[src/rtl/skid_fifo_struct.sv]
// First-word-fall-through elastic buffer with typed payload, flush, occupancy
// and optional zero-latency bypass. ready_in never depends on ready_out.
module skid_fifo_struct #(
   parameter type T            = logic,
   parameter int  DEPTH        = 4,
   parameter int  AFULL_THRESH = DEPTH - 1,
   parameter bit  BYPASS       = 1'b0
) (
   input  logic                       clk,
   input  logic                       reset,
   input  logic                       flush,
   input  logic                       valid_in,
   output logic                       ready_in,
   input  T                           data_in,
   output logic                       valid_out,
   input  logic                       ready_out,
   output T                           data_out,
   output logic [$clog2(DEPTH+1)-1:0] count,
   output logic                       almost_full
);

   localparam int CW = $clog2(DEPTH + 1);
   localparam int PW = (DEPTH > 1) ? $clog2(DEPTH) : 1;

   T                mem_r [DEPTH];
   logic [PW-1:0]   rd_ptr_r;
   logic [PW-1:0]   wr_ptr_r;
   logic [CW-1:0]   count_r;
   logic            almost_full_r;

   logic            empty_s;
   logic            full_s;
   logic            bypass_s;
   logic            push_s;
   logic            pop_s;
   logic [PW-1:0]   rd_ptr_nxt_s;
   logic [PW-1:0]   wr_ptr_nxt_s;
   logic [CW-1:0]   count_nxt_s;

   // Handshake, bypass decision and head selection from current state.
   always_comb begin
      empty_s   = (count_r == CW'(0));
      full_s    = (count_r == CW'(DEPTH));
      ready_in  = !flush && !full_s;
      valid_out = !flush && (!empty_s || (BYPASS && valid_in));
      // Bypass only when the item leaves in the same cycle it arrives.
      bypass_s  = BYPASS && empty_s && valid_in && ready_out && !flush;
      push_s    = valid_in && ready_in && !bypass_s;
      pop_s     = valid_out && ready_out && !empty_s;
      if (!empty_s) begin
         data_out = mem_r[rd_ptr_r];
      end else if (BYPASS) begin
         data_out = data_in;
      end else begin
         data_out = mem_r[rd_ptr_r];
      end
   end

   // Next pointer and occupancy values with explicit wrap at DEPTH-1.
   always_comb begin
      rd_ptr_nxt_s = rd_ptr_r;
      wr_ptr_nxt_s = wr_ptr_r;
      count_nxt_s  = count_r;
      if (push_s) begin
         if (wr_ptr_r == PW'(DEPTH - 1)) begin
            wr_ptr_nxt_s = PW'(0);
         end else begin
            wr_ptr_nxt_s = wr_ptr_r + PW'(1);
         end
      end else begin
         wr_ptr_nxt_s = wr_ptr_r;
      end
      if (pop_s) begin
         if (rd_ptr_r == PW'(DEPTH - 1)) begin
            rd_ptr_nxt_s = PW'(0);
         end else begin
            rd_ptr_nxt_s = rd_ptr_r + PW'(1);
         end
      end else begin
         rd_ptr_nxt_s = rd_ptr_r;
      end
      case ({push_s, pop_s})
         2'b10:   count_nxt_s = count_r + CW'(1);
         2'b01:   count_nxt_s = count_r - CW'(1);
         default: count_nxt_s = count_r;
      endcase
   end

   // Pointer, occupancy and almost-full registers; flush squashes to empty.
   always_ff @(posedge clk or negedge reset) begin
      if (!reset) begin
         rd_ptr_r      <= PW'(0);
         wr_ptr_r      <= PW'(0);
         count_r       <= CW'(0);
         almost_full_r <= 1'b0;
      end else if (flush) begin
         rd_ptr_r      <= PW'(0);
         wr_ptr_r      <= PW'(0);
         count_r       <= CW'(0);
         almost_full_r <= 1'b0;
      end else begin
         rd_ptr_r      <= rd_ptr_nxt_s;
         wr_ptr_r      <= wr_ptr_nxt_s;
         count_r       <= count_nxt_s;
         almost_full_r <= (count_nxt_s >= CW'(AFULL_THRESH));
      end
   end

   // Payload storage; flush leaves contents in place.
   always_ff @(posedge clk or negedge reset) begin
      if (!reset) begin
         for (int i = 0; i < DEPTH; i++) begin
            mem_r[i] <= '0;
         end
      end else if (push_s) begin
         mem_r[wr_ptr_r] <= data_in;
      end
   end

   assign count       = count_r;
   assign almost_full = almost_full_r;

endmodule

[config.mk]
export PLATFORM = sky130hd
export DESIGN_NAME = skid_fifo_struct
export DESIGN_NICKNAME = d
export VERILOG_FILES = /design/src/rtl/skid_fifo_struct.sv
export SDC_FILE = /design/constraint.sdc
export NUM_CORES = 1
export LEC_CHECK = 0
export BUFFER_PORTS_ARGS = -buffer_cell sky130_fd_sc_hd__buf_2
export CORE_MARGIN = 8
export CORE_UTILIZATION = 47
export DETAILED_ROUTE_END_ITERATION = 6
export GPL_ROUTABILITY_DRIVEN = 0
export GPL_TIMING_DRIVEN = 0
export HOLD_SLACK_MARGIN = 0.1
export MAX_ROUTING_LAYER = met4
export PLACE_DENSITY = 0.72
export SETUP_SLACK_MARGIN = 0.02
export SLEW_MARGIN = 20
export SYNTH_ARGS = -nofsm -noshare
export SYNTH_HDL_FRONTEND = slang
export SYNTH_SLANG_ARGS = --single-unit
[constraint.sdc]
create_clock -name clk -period 2.15 [get_ports clk]
set_clock_uncertainty 0.05 [all_clocks]
set_input_delay 0.1075 -clock clk [delete_from_list [all_inputs] [get_ports clk]]
set_output_delay 0.1075 -clock clk [all_outputs]
set_load 0.005 [all_outputs]
==> impl_summary.txt, run 1 <==
----------------------------------------------------
[Power]
  Cell leakage power ... 0.459 nW
  Highest ir drop seen on vdd ... 0.475 mV
  Total power consumption of the routed design ... 0.698 mW
  Power per cell area ... 729 mW/mm²

[Hold path]
  Class of the tightest hold or removal check ... input pin to async pin

[STA]
  Highest Clock Rate ... 462 MHz
  Final Setup Violations ... 1
  Final worst path period share ... 1.01
  RSZ-0062 raised after global routing ... true
  Worst-Margin Slew ... 0.351 ns
  Count of final max-slew check failures ... 0
  Setup TNS ... -0.0131 ns
  Hold Vio Cnt, Final ... 0
  Final critical-path setup slack ... -0.0131 ns
  Worst relative slew slack ... 0.765
  Clock period minus final worst setup slack ... 2.16 ns

[Detailed routing]
  Drt first-iter violations ... 8
  Routed length per placed instance ... 14.0 µm
  Via total after detailed routing ... 526
  Vias per inst ... 5.21
  Remaining routing DRC violations ... 0
  Post-detailed-routing wire length ... 1.42 mm
  Number of iterations in the first detailed-routing pass ... 4
  Post-route ant nets ... 0

[Clocking]
  Clock Sink Count ... 12
  H-tree depth reported by CTS ... 1
  Clock insertion delay at the later pin of the skew report ... 0.27 ns
  Total CTS buffers ... 3
  CTS tree ... yes
  Clock slew at reported path FFs ... 0.08 ns
  Buffer type at the clock tree root ... sky130_fd_sc_hd__clkbuf_4
  Maximum root-to-sink buffer count ... 2

[Layout]
  Most common cell after layout, fill and taps aside ... sky130_fd_sc_hd__buf_2
  Count of nets after finishing ... 99
  Layout cell share with drive strength beyond 1 ... 0.482
  Layout overhead on the synthesized area ... 30.1%
  Number of cells in the finished layout apart from fillers ... 101
  Final Instance Area ... 957 µm²
  Most used cells in the layout excluding fill and tap cells ... sky130_fd_sc_hd__buf_2, sky130_fd_sc_hd__nor2_1, sky130_fd_sc_hd__dfrtp_1
  Antenna cells ... 0

[Floorplanning]
  Placeable Area ... 0.00149 mm²
  Rows ... 14
  Die Wd ... 55.6 µm
  Die ar. ... 0.00309 mm²
  Ports ... 13
  Chip Height ... 55.6 µm
  Initial core utilization ... 0.494

[Yosys]
  Cells taking the most area after synthesis ... sky130_fd_sc_hd__dfrtp_1, sky130_fd_sc_hd__ha_1, sky130_fd_sc_hd__mux2_1
  Synth unique cells ... 24
  Area leader, netlist ... sky130_fd_sc_hd__dfrtp_1
  Main combinational cell family by area after synthesis ... simple AND/OR/NAND/NOR gates
  Cells after synthesis ... 61
  Post-Synth XOR/XNOR Area ... 0.0238
  Avg Synthesized Cell Area ... 12.1 µm²
  Multiplexer area fraction after synthesis ... 0.167
  Cell Area, Synth ... 736 µm²
  Total of flip-flops plus latches after synthesis ... 12
  Adder and majority cell fraction of the synthesized area ... 0.129
  Proportion of netlist area held by the largest area contributor ... 0.408
  Complex-gate fraction of the synthesized area ... 0.0442
  Post-synthesis net count ... 74
  Area share of and/or/nand/nor cells after synthesis ... 0.197
  Portion of the post-synthesis area used by sequential elements ... 0.408
  Warning count from the yosys run ... 0

[Placed design]
  Worst-case setup slack after placement ... -0.158 ns
  Post-Place Cells ... 89
  Port Buffers ... 12
  Post-placement cell area ... 821 µm²

[Critical path]
  Origin of the critical flop-to-flop path ... count[2]
  Worst R2R Setup Slack ... -0.01 ns
  Worst Setup Path Type ... register to register
  Crit path arrival time ... 2.31 ns
  Max Fanout on Critical Path ... 4
  Capture point of the worst reg-to-reg path ... almost_full
  Setup crit end kind ... register
  Critical path origin ... count[2]
  Logic depth of the worst register-to-register path ... 8
  Crit path launch type ... register
  Crit path required time ... 2.30 ns

[Status]
  Status ... complete, but fails checks
  Failing checks ... setup timing

[Flow run]
  MaxCap Viol Count ... 0

[Global route]
  Global-route wire length before repair ... 2.42 mm
  Pin count of the biggest net entering global routing ... 13
  Antenna violations before repair ... 0
  GR Util All Layers ... 0.0992
  Aggregate global routing overflow ... 0
  Vias in the first global route ... 558

----------------------------------------------------
-- layer usage --
layer	global-route usage	vias up	wire [µm]
met5	-	-	0
met4	0.0634	0	25
met3	0.0342	4	71
met2	0.152	11	663
met1	0.107	244	659
li1	-	267	-
-- critical path, cell delays in order (launching register included) --
cell and delay [ns]:
sky130_fd_sc_hd__dfrtp_2 0.42, sky130_fd_sc_hd__nor3b_4 0.17, sky130_fd_sc_hd__nor3b_2 0.18, sky130_fd_sc_hd__inv_1 0.10, sky130_fd_sc_hd__ha_4 0.17, sky130_fd_sc_hd__fa_2 0.34, sky130_fd_sc_hd__xnor2_2 0.16, sky130_fd_sc_hd__or3_4 0.34
sky130_fd_sc_hd__a31oi_1 0.17
-- report_power, final --
part           switching [mW]  internal, mW  total [mW]
Combinational          0.0799         0.115       0.195
Sequential             0.0437         0.276       0.320
Clock                  0.0796         0.103       0.183
-- state kept, by name (all words and copies together), names as in the netlist --
register / cells
mem_r: 4
count: 3
rd_ptr_r: 2
wr_ptr_r: 2
almost_full: 1
-- layout make-up --
class / instances / area [µm²]
Fill cell: 116 / 532
Multi-Input combinational cell: 45 / 449
Sequential cell: 12 / 304
Timing Repair Buffer: 20 / 125
Clock buffer: 4 / 36.3
Tap cell: 16 / 20.0
Buffer: 1 / 11.3
Inverter: 3 / 11.3
-- timing repair --
action	CTS	global route
pin swaps	1	2
endpoints found under the hold margin	16	0
setup buffers	3	3
gates resized for setup	4	4
hold buffers	2	0
endpoints found under the setup margin	2	2
-- how the worst max path moves through the flow --
stage             endpoint  depth (start not counted)
2_1_floorplan  almost_full                          8
3_3_place_gp   almost_full                          8
3_5_place_dp   almost_full                          8
4_1_cts        almost_full                          8
5_1_grt        almost_full                          8
6_report       almost_full                          8
-- Yosys cell counts (all sizes together) --
cell	n
nand2	1
nor3	1
a22oi	1
mux2	8
nor3b	3
a21oi	1
buf	1
dfrtp	12
fa	1
inv	3
xor2	1
ha	6
a21o	1
nor2b	2
or3	1
mux2i	1
mux4	1
xnor2	1
o21ai	1
a31oi	1
nor4bb	4
nor2	9
-- cell families (layout without fill, tap and decap cells) --
kind of cell	after synthesis	in the layout
adders and majority gates	7	7
and+or+nand+nor	21	21
xor gates and xnor gates	2	2
muxes	10	10
buffers and inverters	4	28
AOI/OAI and AO/OA	5	5
DFF	12	12
-- metrics by stage --
stage	utilization	hold WS (ns)
6_report	0.643	0.175
5_1_grt	0.643	0.207
4_1_cts	0.610	0.188
3_5_place_dp	0.551	-0.0474
3_3_place_gp	0.551	-0.0523
2_1_floorplan	-	-0.238
Power figures use the tool's default switching activity.
==> run 2, diff against run 1 <==
==> constraint.sdc (replaced) <==
create_clock -name clk -period 2.15 [get_ports clk]
set_clock_uncertainty 0.05 [all_clocks]
set_input_delay 0.215 -clock clk [delete_from_list [all_inputs] [get_ports clk]]
set_output_delay 0.215 -clock clk [all_outputs]
set_load 0.005 [all_outputs]
==> run 2 against run 1 <==
Against the previous run: the run still ends with setup timing left; utilization is 0.67 points lower; highest routed layer unchanged; sequential share of layout area grew 0.34 points; first-iteration DRC count decreased by 100%; global-route usage down 0.29 points; total power grew 0.16%; count of clock-buffer cells in the layout stayed put; fmax decreased by 0.88%; final area shrank 1.0%; cell count down 0.99%; critical path type unchanged; combinational power barely moved; flip-flop and latch count did not move.
==> impl_summary.txt, run 2 (synthesized netlist as in run 1, its figures left out) <==
----------------------------------------------------
[Clocking]
  Clock Sink Count ... 12
  Maximum root-to-sink buffer count ... 2
  Clock slew at reported path FFs ... 0.08 ns
  Buffer type at the clock tree root ... sky130_fd_sc_hd__clkbuf_4
  Clock insertion delay at the later pin of the skew report ... 0.27 ns
  Total CTS buffers ... 3
  CTS tree ... yes
  H-tree depth reported by CTS ... 1

[Detailed routing]
  Drt first-iter violations ... 0
  Remaining routing DRC violations ... 0
  Post-route ant nets ... 0
  Routed length per placed instance ... 14.3 µm
  Via total after detailed routing ... 511
  Vias per inst ... 5.11
  Post-detailed-routing wire length ... 1.43 mm
  Number of iterations in the first detailed-routing pass ... 1

[Layout]
  Fill cell total of the finished layout ... 116
  Most used cells in the layout excluding fill and tap cells ... sky130_fd_sc_hd__buf_2, sky130_fd_sc_hd__nor2_1, sky130_fd_sc_hd__dfrtp_1
  Antenna cells ... 0
  Most common cell after layout, fill and taps aside ... sky130_fd_sc_hd__buf_2
  Largest register FFs ... 4
  Layout overhead on the synthesized area ... 28.7%
  Layout cell share with drive strength beyond 1 ... 0.488
  Count of nets after finishing ... 98
  Biggest register ... mem_r
  Number of cells in the finished layout apart from fillers ... 100

[STA]
  Final Setup Violations ... 1
  Clock period minus final worst setup slack ... 2.18 ns
  Highest Clock Rate ... 458 MHz
  Count of final max-slew check failures ... 0
  RSZ-0062 raised after global routing ... true
  Hold Vio Cnt, Final ... 0
  Final critical-path setup slack ... -0.0324 ns
  Final worst path period share ... 1.02
  Worst-Margin Slew ... 0.352 ns
  Worst relative slew slack ... 0.764

[Floorplanning]
  Rows ... 14
  Die ar. ... 0.00309 mm²
  Ports ... 13
  Die Wd ... 55.6 µm
  Chip Height ... 55.6 µm
  Placeable Area ... 0.00149 mm²
  Initial core utilization ... 0.494

[Status]
  Status ... complete, but fails checks
  Failing checks ... setup timing

[Power]
  Cell leakage power ... 0.455 nW
  Total power consumption of the routed design ... 0.699 mW
  Power per cell area ... 738 mW/mm²
  Highest ir drop seen on vdd ... 0.473 mV

[Critical path]
  Worst Setup Path Type ... register to register
  Logic depth of the worst register-to-register path ... 8
  Crit path launch type ... register
  Crit path required time ... 2.30 ns
  Crit path arrival time ... 2.33 ns
  Max Fanout on Critical Path ... 4
  Setup crit end kind ... register

[Flow run]
  MaxCap Viol Count ... 0

[Hold path]
  Class of the tightest hold or removal check ... input pin to register
  Min-Delay Path Depth ... 2

[Global route]
  Vias in the first global route ... 561
  Pin count of the biggest net entering global routing ... 13
  Aggregate global routing overflow ... 0
  Antenna violations before repair ... 0
  GR Util All Layers ... 0.0963
  Global-route wire length before repair ... 2.36 mm

[Placed design]
  Port Buffers ... 12
  Post-Place Cells ... 89

----------------------------------------------------
==> run 2: layout make-up <==
cell class | count | area [µm²] | area share
timing repair buffer | 19 | 115 | 0.122
clock buffer | 4 | 36.3 | 0.0383
multi-input combinational | 45 | 449 | 0.474
tap | 16 | 20.0 | 0.0211
sequential | 12 | 304 | 0.321
inverter | 3 | 11.3 | 0.0119
buffer | 1 | 11.3 | 0.0119
==> run 2: repair_timing <==
item,in CTS,in global routing
pin swaps,1,2
hold endpoints to repair,12,0
cloned,0,0
setup buffers,3,3
resized for setup,4,4
hold buffers,1,0
setup endpoints to repair,2,2
==> run 2: path summary, 6_finish.rpt <==
kind                          start           to  slack (ns)
setup / recovery           count[2]  almost_full       -0.03
hold / removal              data_in     mem_r[2]        0.14
setup reg to reg           count[2]  almost_full       -0.03
hold reg to reg            mem_r[0]     mem_r[0]        0.46
max in group asynchronous     reset     count[1]        1.54
min in group asynchronous     reset     mem_r[1]        0.28
==> run 2: power by group <==
part / total, mW / internal [mW] / switching (mW)
combinational: 0.194 / 0.114 / 0.0800
sequential: 0.320 / 0.276 / 0.0436
clock: 0.185 / 0.103 / 0.0818
total: 0.699 / 0.494 / 0.205
==> run 2: through the flow <==
step	setup slack [ns]	setup TNS, ns	utilization	instance area, µm²	hold slack, ns
global route	-0.167	-0.264	0.636	947	0.164
global placement	-0.167	-0.297	0.551	821	0.0552
detailed placement	-0.158	-0.304	0.551	821	0.0601
finish	-0.0324	-0.0324	0.636	947	0.144
CTS	0.00396	0	0.603	898	0.140
floorplan	-0.0306	-0.0398	-	741	-0.131
==> run 2: worst max-delay path, stage by stage (launching register included) <==
cell,delay (ns)
sky130_fd_sc_hd__dfrtp_2,0.42
sky130_fd_sc_hd__nor3b_4,0.17
sky130_fd_sc_hd__nor3b_2,0.18
sky130_fd_sc_hd__inv_1,0.10
sky130_fd_sc_hd__ha_4,0.17
sky130_fd_sc_hd__fa_2,0.34
sky130_fd_sc_hd__xnor2_2,0.16
sky130_fd_sc_hd__or3_4,0.35
sky130_fd_sc_hd__a31oi_1,0.17
==> run 2: routing by layer <==
metal  vias up  global-route usage  part of all wire
li1        263                   -                 -
met1       235               0.101              0.45
met2         9               0.149              0.49
met3         4              0.0342             0.048
met4         0              0.0634             0.018
met5         -                   -                 0
==> run 3, diff against run 2 <==
Settings changed: CORE_MARGIN 8 to 2, MAX_ROUTING_LAYER met4 to not set.
==> run 3 against run 2 <==
Against the previous run: the flow still finishes with violations (setup timing); cell count did not move; non-clock buffer count rose by 1; combinational power about the same; utilization fell by 0.67 points; critical path type unchanged; sequential power hardly changed; largest cell class unchanged.
==> impl_summary.txt, run 3 (synthesized netlist as in run 1, its figures left out) <==
----------------------------------------------------
[Status]
  Status ... complete, but fails checks
  Failing checks ... setup timing

[Detailed routing]
  Post-detailed-routing wire length ... 1.29 mm
  Routed length per placed instance ... 12.9 µm
  Post-route ant nets ... 0
  Remaining routing DRC violations ... 0
  Via total after detailed routing ... 515
  Drt first-iter violations ... 1
  Vias per inst ... 5.15
  Number of iterations in the first detailed-routing pass ... 4

[Global route]
  Aggregate global routing overflow ... 0
  Met3 track demand over resource in global routing ... 0.0375
  Met2 track demand over resource ... 0.244
  Pin count of the biggest net entering global routing ... 13
  Vias in the first global route ... 492
  Busiest layer in global routing ... met2
  GR Util All Layers ... 0.159
  Global-route wire length before repair ... 2.14 mm
  Met1 Use GR ... 0.198
  Antenna violations before repair ... 0

[Layout]
  Layout cell share with drive strength beyond 1 ... 0.488
  Utilization of the core after routing ... 0.629
  Count of nets after finishing ... 99
  Antenna cells ... 0
  Most used cells in the layout excluding fill and tap cells ... sky130_fd_sc_hd__buf_2, sky130_fd_sc_hd__nor2_1, sky130_fd_sc_hd__dfrtp_1
  Largest register FFs ... 4
  Most common cell after layout, fill and taps aside ... sky130_fd_sc_hd__buf_2
  Fill cell total of the finished layout ... 112
  Layout overhead on the synthesized area ... 27.4%
  Biggest register ... mem_r

[Floorplanning]
  Rows ... 14
  Die Wd ... 43.6 µm
  Ports ... 13
  Chip Height ... 43.6 µm
  Die ar. ... 0.00190 mm²
  Initial core utilization ... 0.494
  Placeable Area ... 0.00149 mm²

[Hold path]
  Class of the tightest hold or removal check ... input pin to register

[STA]
  RSZ-0062 raised after global routing ... true
  Worst-Margin Slew ... 0.319 ns
  Final Setup Violations ... 2
  Final critical-path setup slack ... -0.0593 ns
  Hold Vio Cnt, Final ... 0
  Count of final max-slew check failures ... 0
  Highest Clock Rate ... 453 MHz
  Worst relative slew slack ... 0.785
  Final worst hold slack ... 0.156 ns
  Final worst path period share ... 1.03
  Clock period minus final worst setup slack ... 2.21 ns

[Critical path]
  Crit path arrival time ... 2.36 ns
  Crit path launch type ... register
  Crit path required time ... 2.30 ns
  Critical path origin ... count[2]
  Setup crit end kind ... register
  Origin of the critical flop-to-flop path ... count[2]
  Worst-path cell chain ... nor3b_4 > nor3b_2 > inv_1 > ha_2 > fa_2 > xnor2_2 > or3_4 > a31oi_1
  Max Fanout on Critical Path ... 5
  Worst R2R Setup Slack ... -0.06 ns
  Cell with the largest stage delay on the worst path ... sky130_fd_sc_hd__dfrtp_2
  Worst Setup Path Type ... register to register
  Capturing instance or port of the critical path ... almost_full
  Logic depth of the worst register-to-register path ... 8
  Largest stage delay on the critical path ... 0.42 ns
  Capture point of the worst reg-to-reg path ... almost_full

[Power]
  Power per cell area ... 697 mW/mm²
  Total power consumption of the routed design ... 0.653 mW
  Cell leakage power ... 0.455 nW
  Highest ir drop seen on vdd ... 0.452 mV

[Clocking]
  Clock slew at reported path FFs ... 0.07 ns
  CTS tree ... yes
  Clock Sink Count ... 12
  Maximum root-to-sink buffer count ... 2
  Clock insertion delay at the later pin of the skew report ... 0.27 ns
  H-tree depth reported by CTS ... 1
  Total CTS buffers ... 3
  Buffer type at the clock tree root ... sky130_fd_sc_hd__clkbuf_4

[Placed design]
  Detailed Place HPWL ... 906 µm
  Worst-case setup slack after placement ... -0.158 ns
  Port Buffers ... 12

[Flow run]
  MaxCap Viol Count ... 0

----------------------------------------------------
[run 3: cell type report]
type	count	area, µm²	area share
multi-input combinational	45	445	0.475
sequential	12	304	0.324
timing repair buffer	20	123	0.131
clock buffer	3	22.5	0.0240
tap	16	20.0	0.0214
buffer	1	11.3	0.0120
inverter	3	11.3	0.0120
[run 3: power breakdown]
group,total (mW),internal (mW),switching [mW]
Clock,0.139,0.0649,0.0739
Combinational,0.194,0.115,0.0788
Sequential,0.321,0.277,0.0442
Total,0.653,0.456,0.197
[run 3: critical path: cells and delay by family, from the launching register on]
kind,cells,cell delay (ns)
AO/OA/AOI/OAI,1,0.17
XOR/XNOR,1,0.16
adder cells (fa/ha/maj),2,0.56
AND/OR/NAND/NOR,3,0.71
flip-flops,1,0.42
buffers and inverters,1,0.07
[run 3: per-layer routing]
| metal | routed length (µm) | up-vias |
|---|---|---|
| met5 | 0 | - |
| met2 | 584 | 7 |
| met4 | 40 | 0 |
| li1 | - | 266 |
| met1 | 633 | 238 |
| met3 | 35 | 4 |
[run 3: repair_timing]
action | CTS | global route
setup buffers | 4 | 3
pin swaps | 2 | 0
resized for setup | 4 | 4
hold endpoints to repair | 12 | 0
setup endpoints to repair | 2 | 2
hold buffers | 1 | 0
[run 3: worst min path at each step]
stage / from / depth (start not counted) / slack, ns / endpoint
final: data_in / 2 / 0.16 / mem_r[0]
after CTS: data_in / 2 / 0.15 / mem_r[3]
after global placement: reset / 1 / 0.06 / wr_ptr_r[1]
after global routing: data_in / 2 / 0.16 / mem_r[2]
after floorplan: reset / 0 / -0.13 / almost_full
after detailed placement: reset / 1 / 0.06 / mem_r[1]
[run 3: stage by stage]
step | instance area [µm²] | setup TNS, ns | std cells
after global routing | 937 | -0.282 | 100
final | 937 | -0.0688 | 100
after detailed placement | 821 | -0.297 | 89
after floorplan | 741 | -0.0398 | 61
after global placement | 821 | -0.286 | 89
after CTS | 892 | -0.00846 | 97
